### src/rtl/mem_bus_responder_pkg.sv
// Shared definitions for the memory bus responder: FSM state encoding and default bus widths.
package mem_bus_responder_pkg;

    localparam int unsigned DEF_DATA_W = 16;
    localparam int unsigned DEF_ADDR_W = 8;

    typedef enum logic [1:0] {
        ST_IDLE = 2'd0,
        ST_WAIT = 2'd1,
        ST_RESP = 2'd2
    } state_t;

    // Index width for a store of 'depth' words; a single-word store still needs one bit.
    function automatic int unsigned idx_width(input int unsigned depth);
        return (depth > 1) ? $clog2(depth) : 1;
    endfunction

endpackage

### src/rtl/bus_resp_ram.sv
// DEPTH x DATA_W single-port store with one write enable and a registered read port.
module bus_resp_ram
    import mem_bus_responder_pkg::*;
#(
    parameter int unsigned DATA_W = DEF_DATA_W,
    parameter int unsigned DEPTH  = 256,
    parameter int unsigned IDX_W  = 8
) (
    input  logic              clk,
    input  logic              rst_n,
    input  logic              en,
    input  logic              we,
    input  logic [IDX_W-1:0]  addr,
    input  logic [DATA_W-1:0] wdata,
    output logic [DATA_W-1:0] rdata
);

    logic [DATA_W-1:0] mem [DEPTH];

    // Array contents are intentionally left unreset.
    always_ff @(posedge clk) begin
        if (en && we) begin
            mem[addr] <= wdata;
        end
    end

    // Write accesses return zero so a write ack carries no stale data.
    always_ff @(posedge clk or negedge rst_n) begin
        if (!rst_n) begin
            rdata <= '0;
        end else if (en) begin
            rdata <= we ? '0 : mem[addr];
        end
    end

endmodule

### src/rtl/mem_bus_responder.sv
// Memory-side bus responder: one outstanding request, fixed wait states, valid/ready on both sides.
// Optional address range check enabled by defining BUS_RESP_ERR_EN.
module mem_bus_responder
    import mem_bus_responder_pkg::*;
#(
    parameter int unsigned DATA_W   = DEF_DATA_W,
    parameter int unsigned ADDR_W   = DEF_ADDR_W,
    parameter int unsigned DEPTH    = 256,
    parameter int unsigned WAIT_CYC = 2
) (
    input  logic              clk,
    input  logic              rst_n,
    input  logic              i_req_valid,
    output logic              o_req_ready,
    input  logic              i_req_we,
    input  logic [ADDR_W-1:0] i_req_addr,
    input  logic [DATA_W-1:0] i_req_wdata,
    output logic              o_rsp_valid,
    input  logic              i_rsp_ready,
    output logic [DATA_W-1:0] o_rsp_rdata,
    output logic              o_rsp_err,
    output logic              o_busy
);

    localparam int unsigned IDX_W = idx_width(DEPTH);

    state_t            state_q, state_d;
    logic [3:0]        cnt_q, cnt_d;
    logic              we_q;
    logic [ADDR_W-1:0] addr_q;
    logic [DATA_W-1:0] wdata_q;
    logic [31:0]       addr_ext;
    logic [IDX_W-1:0]  idx;
    logic              access;
    logic              addr_err;
    logic [DATA_W-1:0] ram_rdata;

    always_ff @(posedge clk or negedge rst_n) begin
        if (!rst_n) begin
            state_q <= ST_IDLE;
            cnt_q   <= '0;
        end else begin
            state_q <= state_d;
            cnt_q   <= cnt_d;
        end
    end

    // Every accept passes through WAIT with the counter preloaded to WAIT_CYC, so the
    // store is accessed and the response raised WAIT_CYC+1 edges after the accept edge.
    always_comb begin
        state_d = state_q;
        cnt_d   = cnt_q;
        case (state_q)
            ST_IDLE: begin
                if (i_req_valid) begin
                    state_d = ST_WAIT;
                    cnt_d   = 4'(WAIT_CYC);
                end
            end
            ST_WAIT: begin
                if (cnt_q == '0) begin
                    state_d = ST_RESP;
                end else begin
                    cnt_d = cnt_q - 4'd1;
                end
            end
            ST_RESP: begin
                if (i_rsp_ready) begin
                    state_d = ST_IDLE;
                end
            end
            default: state_d = ST_IDLE;
        endcase
    end

    always_ff @(posedge clk or negedge rst_n) begin
        if (!rst_n) begin
            we_q    <= 1'b0;
            addr_q  <= '0;
            wdata_q <= '0;
        end else if (state_q == ST_IDLE && i_req_valid) begin
            we_q    <= i_req_we;
            addr_q  <= i_req_addr;
            wdata_q <= i_req_wdata;
        end
    end

    assign access      = (state_q == ST_WAIT) && (cnt_q == '0);
    assign o_req_ready = (state_q == ST_IDLE);
    assign o_rsp_valid = (state_q == ST_RESP);
    assign o_busy      = (state_q != ST_IDLE);

    always_comb begin
        addr_ext = 32'(addr_q);
        idx      = IDX_W'(addr_ext % DEPTH);
    end

`ifdef BUS_RESP_ERR_EN
    logic err_q;

    assign addr_err = (addr_ext >= DEPTH);

    always_ff @(posedge clk or negedge rst_n) begin
        if (!rst_n) begin
            err_q <= 1'b0;
        end else if (access) begin
            err_q <= addr_err;
        end
    end

    assign o_rsp_err   = err_q;
    assign o_rsp_rdata = err_q ? '0 : ram_rdata;
`else
    assign addr_err    = 1'b0;
    assign o_rsp_err   = 1'b0;
    assign o_rsp_rdata = ram_rdata;
`endif

    bus_resp_ram #(
        .DATA_W (DATA_W),
        .DEPTH  (DEPTH),
        .IDX_W  (IDX_W)
    ) u_ram (
        .clk   (clk),
        .rst_n (rst_n),
        .en    (access),
        .we    (we_q & ~addr_err),
        .addr  (idx),
        .wdata (wdata_q),
        .rdata (ram_rdata)
    );

endmodule

### config.mk
export PLATFORM = sky130hd
export DESIGN_NAME = mem_bus_responder
export DESIGN_NICKNAME = d
export VERILOG_FILES = /design/src/rtl/mem_bus_responder_pkg.sv /design/src/rtl/bus_resp_ram.sv /design/src/rtl/mem_bus_responder.sv
export SDC_FILE = /design/constraint.sdc
export NUM_CORES = 2
export LEC_CHECK = 0
export CAP_MARGIN = 20
export CORE_AREA = 2 2 541 543
export DETAILED_ROUTE_END_ITERATION = 8
export DIE_AREA = 0 0 543 545
export PLACE_DENSITY_LB_ADDON = 0.25
export SYNTH_ARGS = -nofsm -noshare
export SYNTH_HDL_FRONTEND = slang
export SYNTH_SLANG_ARGS = --single-unit
export TNS_END_PERCENT = 30
### constraint.sdc
create_clock -name clk -period 4.4 [get_ports clk]
set_input_delay 0.44 -clock clk [delete_from_list [all_inputs] [get_ports clk]]
set_output_delay 0.44 -clock clk [all_outputs]
set_load 0.02 [all_outputs]
==> impl_metrics.json <==
{
  "outcome": "completed",
  "drv_cap": 0,
  "p_int_mw": 81.3,
  "finalSetupViolCount": 0,
  "grt_usage": 0.280,
  "fin_worst_skew_ps": 80.0,
  "wl_per_cell_um": 33.7,
  "dr.pass1.iters": 9,
  "cp_max_fo": 64,
  "maxSlewViolCount": 0,
  "numPortBuffers": 47,
  "io_pins": 49,
  "cellPowerDensity_nw_per_um2": 669,
  "synth_cell_types": 54,
  "syn_nets": 7503,
  "numClockSinks": 4143,
  "place_hpwl_um": 254000,
  "drt-initial-drc-count": 11800,
  "sw_frac_of_total": 0.328,
  "grt_max_degree": 169,
  "ys.warnings.count": 0,
  "cts_tree": "done",
  "areaGrowthSynthToFinish_pct": 13.9,
  "ys_seq_area_frac": 0.782,
  "path_clk_slew_ps": 60,
  "fill_cells": 19500,
  "switchingPower_mw": 39.7,
  "fin_tns_setup_ps": 0,
  "timing.final.crit_share": 0.992,
  "endpoint_kind": "flip-flop",
  "crit_arrival_ps": 5230,
  "drive_gt1_frac": 0.257,
  "clock_power_share": 0.282,
  "core_sq_um": 290000,
  "numCtsBuffers": 408,
  "wl_met3_um": 44600,
  "wl_met2_um": 196000,
  "viasPerCell": 6.54,
  "ys_top_cells_by_area": "edfxtp_1 77%, mux4_2 12%, mux2i_1 2.7%, nor2_1 0.83%, a22oi_1 0.77%",
  "overflow": 0,
  "cts_root_buffer": "clkbuf_16",
  "nets": 8134,
  "p_comb_frac": 0.290,
  "fin_crit_ps": 4370,
  "async_flop_share": 0.0113,
  "antenna_found_initial": 26,
  "die_area_sq_um": 296000,
  "leakage_nw": 57.7,
  "seqPwrFrac": 0.429,
  "multiInputGateArea_sq_um": 32500,
  "yosys.area.top_type": "edfxtp_1",
  "h-tree-depth": 5,
  "grt_setup_unrepaired": "false",
  "synth_flop_cell": "edfxtp_1",
  "grt_pass1_vias": 79400,
  "clock_latency_ps": 980,
  "ant_nets": 0,
  "routed-via-count": 80700,
  "mappedNetlistArea_sq_um": 159000,
  "worst_slew_pin_slew_ps": 1240,
  "drt-met1-wl_um": 156000,
  "core.rowCount": 198,
  "maxUsedRoutingLayer": "met5",
  "place_area_sq_um": 168000,
  "yosysMostFrequentCell": "edfxtp_1",
  "postLayoutCellArea_sq_um": 181000,
  "wirelength_um": 416000,
  "cp-start-kind": "flip-flop",
  "place.gp.congestion": 0.908,
  "grt_pass1_wl_um": 587000,
  "fin_util": 0.623,
  "fmax_mhz": 229,
  "synth_common_cells": "4,096 x edfxtp_1, 830 x mux4_2, 433 x mux2i_1",
  "synth_edf_count": 4096,
  "slew_headroom": 0.176,
  "crit_required_ps": 5260,
  "cts.path.max_buffers": 4,
  "syn_inst": 7472,
  "final-hold-violation-count": 0,
  "start_util": 0.547,
  "synth_top_area_frac": 0.775,
  "crit_type": "flip-flop to flip-flop",
  "hold_path.class": "primary input to flip-flop",
  "die_w_um": 543,
  "die_h_um": 545,
  "remaining_drc_errors": 0,
  "seqCellArea_sq_um": 124000,
  "synth-seq-cells": 4143,
  "worst_ir_drop_vdd_v": 0.00114,
  "avgSynthCellArea_sq_um": 21.2
}
==> flip-flops by register name, indices dropped and copies added, names as in the netlist <==
name / cells
u_ram.mem: 4096
addr_q: 8
u_ram.rdata: 16
we_q: 1
cnt_q: 4
state_q: 2
wdata_q: 16
==> kinds of logic after synthesis <==
family | Yosys count | synth area share
flip-flops | 4143 | 0.782
multiplexers | 1334 | 0.150
AND/OR/NAND/NOR | 834 | 0.0234
AO/OA/AOI/OAI | 699 | 0.0302
buffers and inverters | 457 | 0.0140
adder cells (fa/ha/maj) | 2 | 0.000158
XOR/XNOR | 2 | 0.000110
other | 1 | 0.0000236
==> layout by cell type, fill, tap and decap left out, types with 66 or more instances in the layout <==
cell | netlist | routed
edfxtp_1 | 4096 | 4096
clkinv_2 | 0 | 79
o21ai_0 | 110 | 110
nor2_1 | 352 | 350
a22oi_1 | 163 | 161
buf_4 | 55 | 555
clkbuf_16 | 0 | 411
o22ai_1 | 92 | 92
buf_12 | 0 | 66
clkbuf_1 | 219 | 85
nand3_1 | 112 | 112
clkinv_1 | 1 | 85
mux4_2 | 830 | 830
nand2_1 | 195 | 185
mux2_2 | 71 | 71
mux2i_1 | 433 | 433
a21oi_1 | 90 | 90
==> routing by layer <==
| layer | vias up | global-route usage |
|---|---|---|
| met5 | - | 0 |
| met2 | 4770 | 0.434 |
| met1 | 42600 | 0.391 |
| met3 | 789 | 0.0621 |
| li1 | 32500 | - |
| met4 | 32 | 0.110 |
==> final cells by class <==
class	instances	share of cell area
sequential	4143	0.687
multi-input combinational	2872	0.180
clock buffer	503	0.0592
timing repair buffer	672	0.0332
tap	3900	0.0270
clock inverter	239	0.0134
inverter	6	0.000152
antenna	7	0.0000969
==> worst paths after layout <==
check | startpoint | endpoint | slack (ps) | cells after the start
max in group asynchronous | rst_n | wdata_q[10] | 2910 | 5
max | addr_q[1] | u_ram.rdata[5] | 30 | 7
max reg2reg | addr_q[1] | u_ram.rdata[5] | 30 | 7
min | i_req_wdata[8] | wdata_q[8] | 70 | 2
min in group asynchronous | rst_n | wdata_q[14] | 440 | 3
min reg2reg | cnt_q[0] | cnt_q[0] | 550 | 1
==> worst max-delay path: stages, from the launching register on <==
cell      delay [ps]
dfrtp_4          850
buf_12           430
buf_12           330
mux4_2           360
mux4_2           520
a22oi_1          750
o311ai_1         470
a32o_1           370
==> through the flow <==
step / instances / hold WS [ps] / worst slack, ps / power, mW
6_report: 12300 / 71.8 / 33.4 / 121
5_1_grt: 12300 / 53.8 / 48.3 / 124
4_1_cts: 12300 / 10.3 / 46.9 / 121
3_5_place_dp: 11600 / 542 / 21.6 / 87.5
3_3_place_gp: 11600 / 486 / -246 / 86.8
2_1_floorplan: 7472 / 144 / 416 / 72.9
==> power by group through the flow <==
stage | sequential [mW] | combinational, mW | clock (mW)
5_1_grt | 51.9 | 36.5 | 36.0
4_1_cts | 52.0 | 34.8 | 34.4
3_3_place_gp | 52.7 | 34.1 | 0
3_5_place_dp | 52.8 | 34.7 | 0
2_1_floorplan | 54.7 | 18.2 | 0
6_report | 51.9 | 35.1 | 34.1
==> repair_timing <==
action	4_1_cts	5_1_grt
setup buffers	0	0
hold buffers	1	1
hold endpoints to repair	30	11
resized for setup	1	2
setup endpoints to repair	1	2
Note: power is estimated with default switching activity, not from simulation.
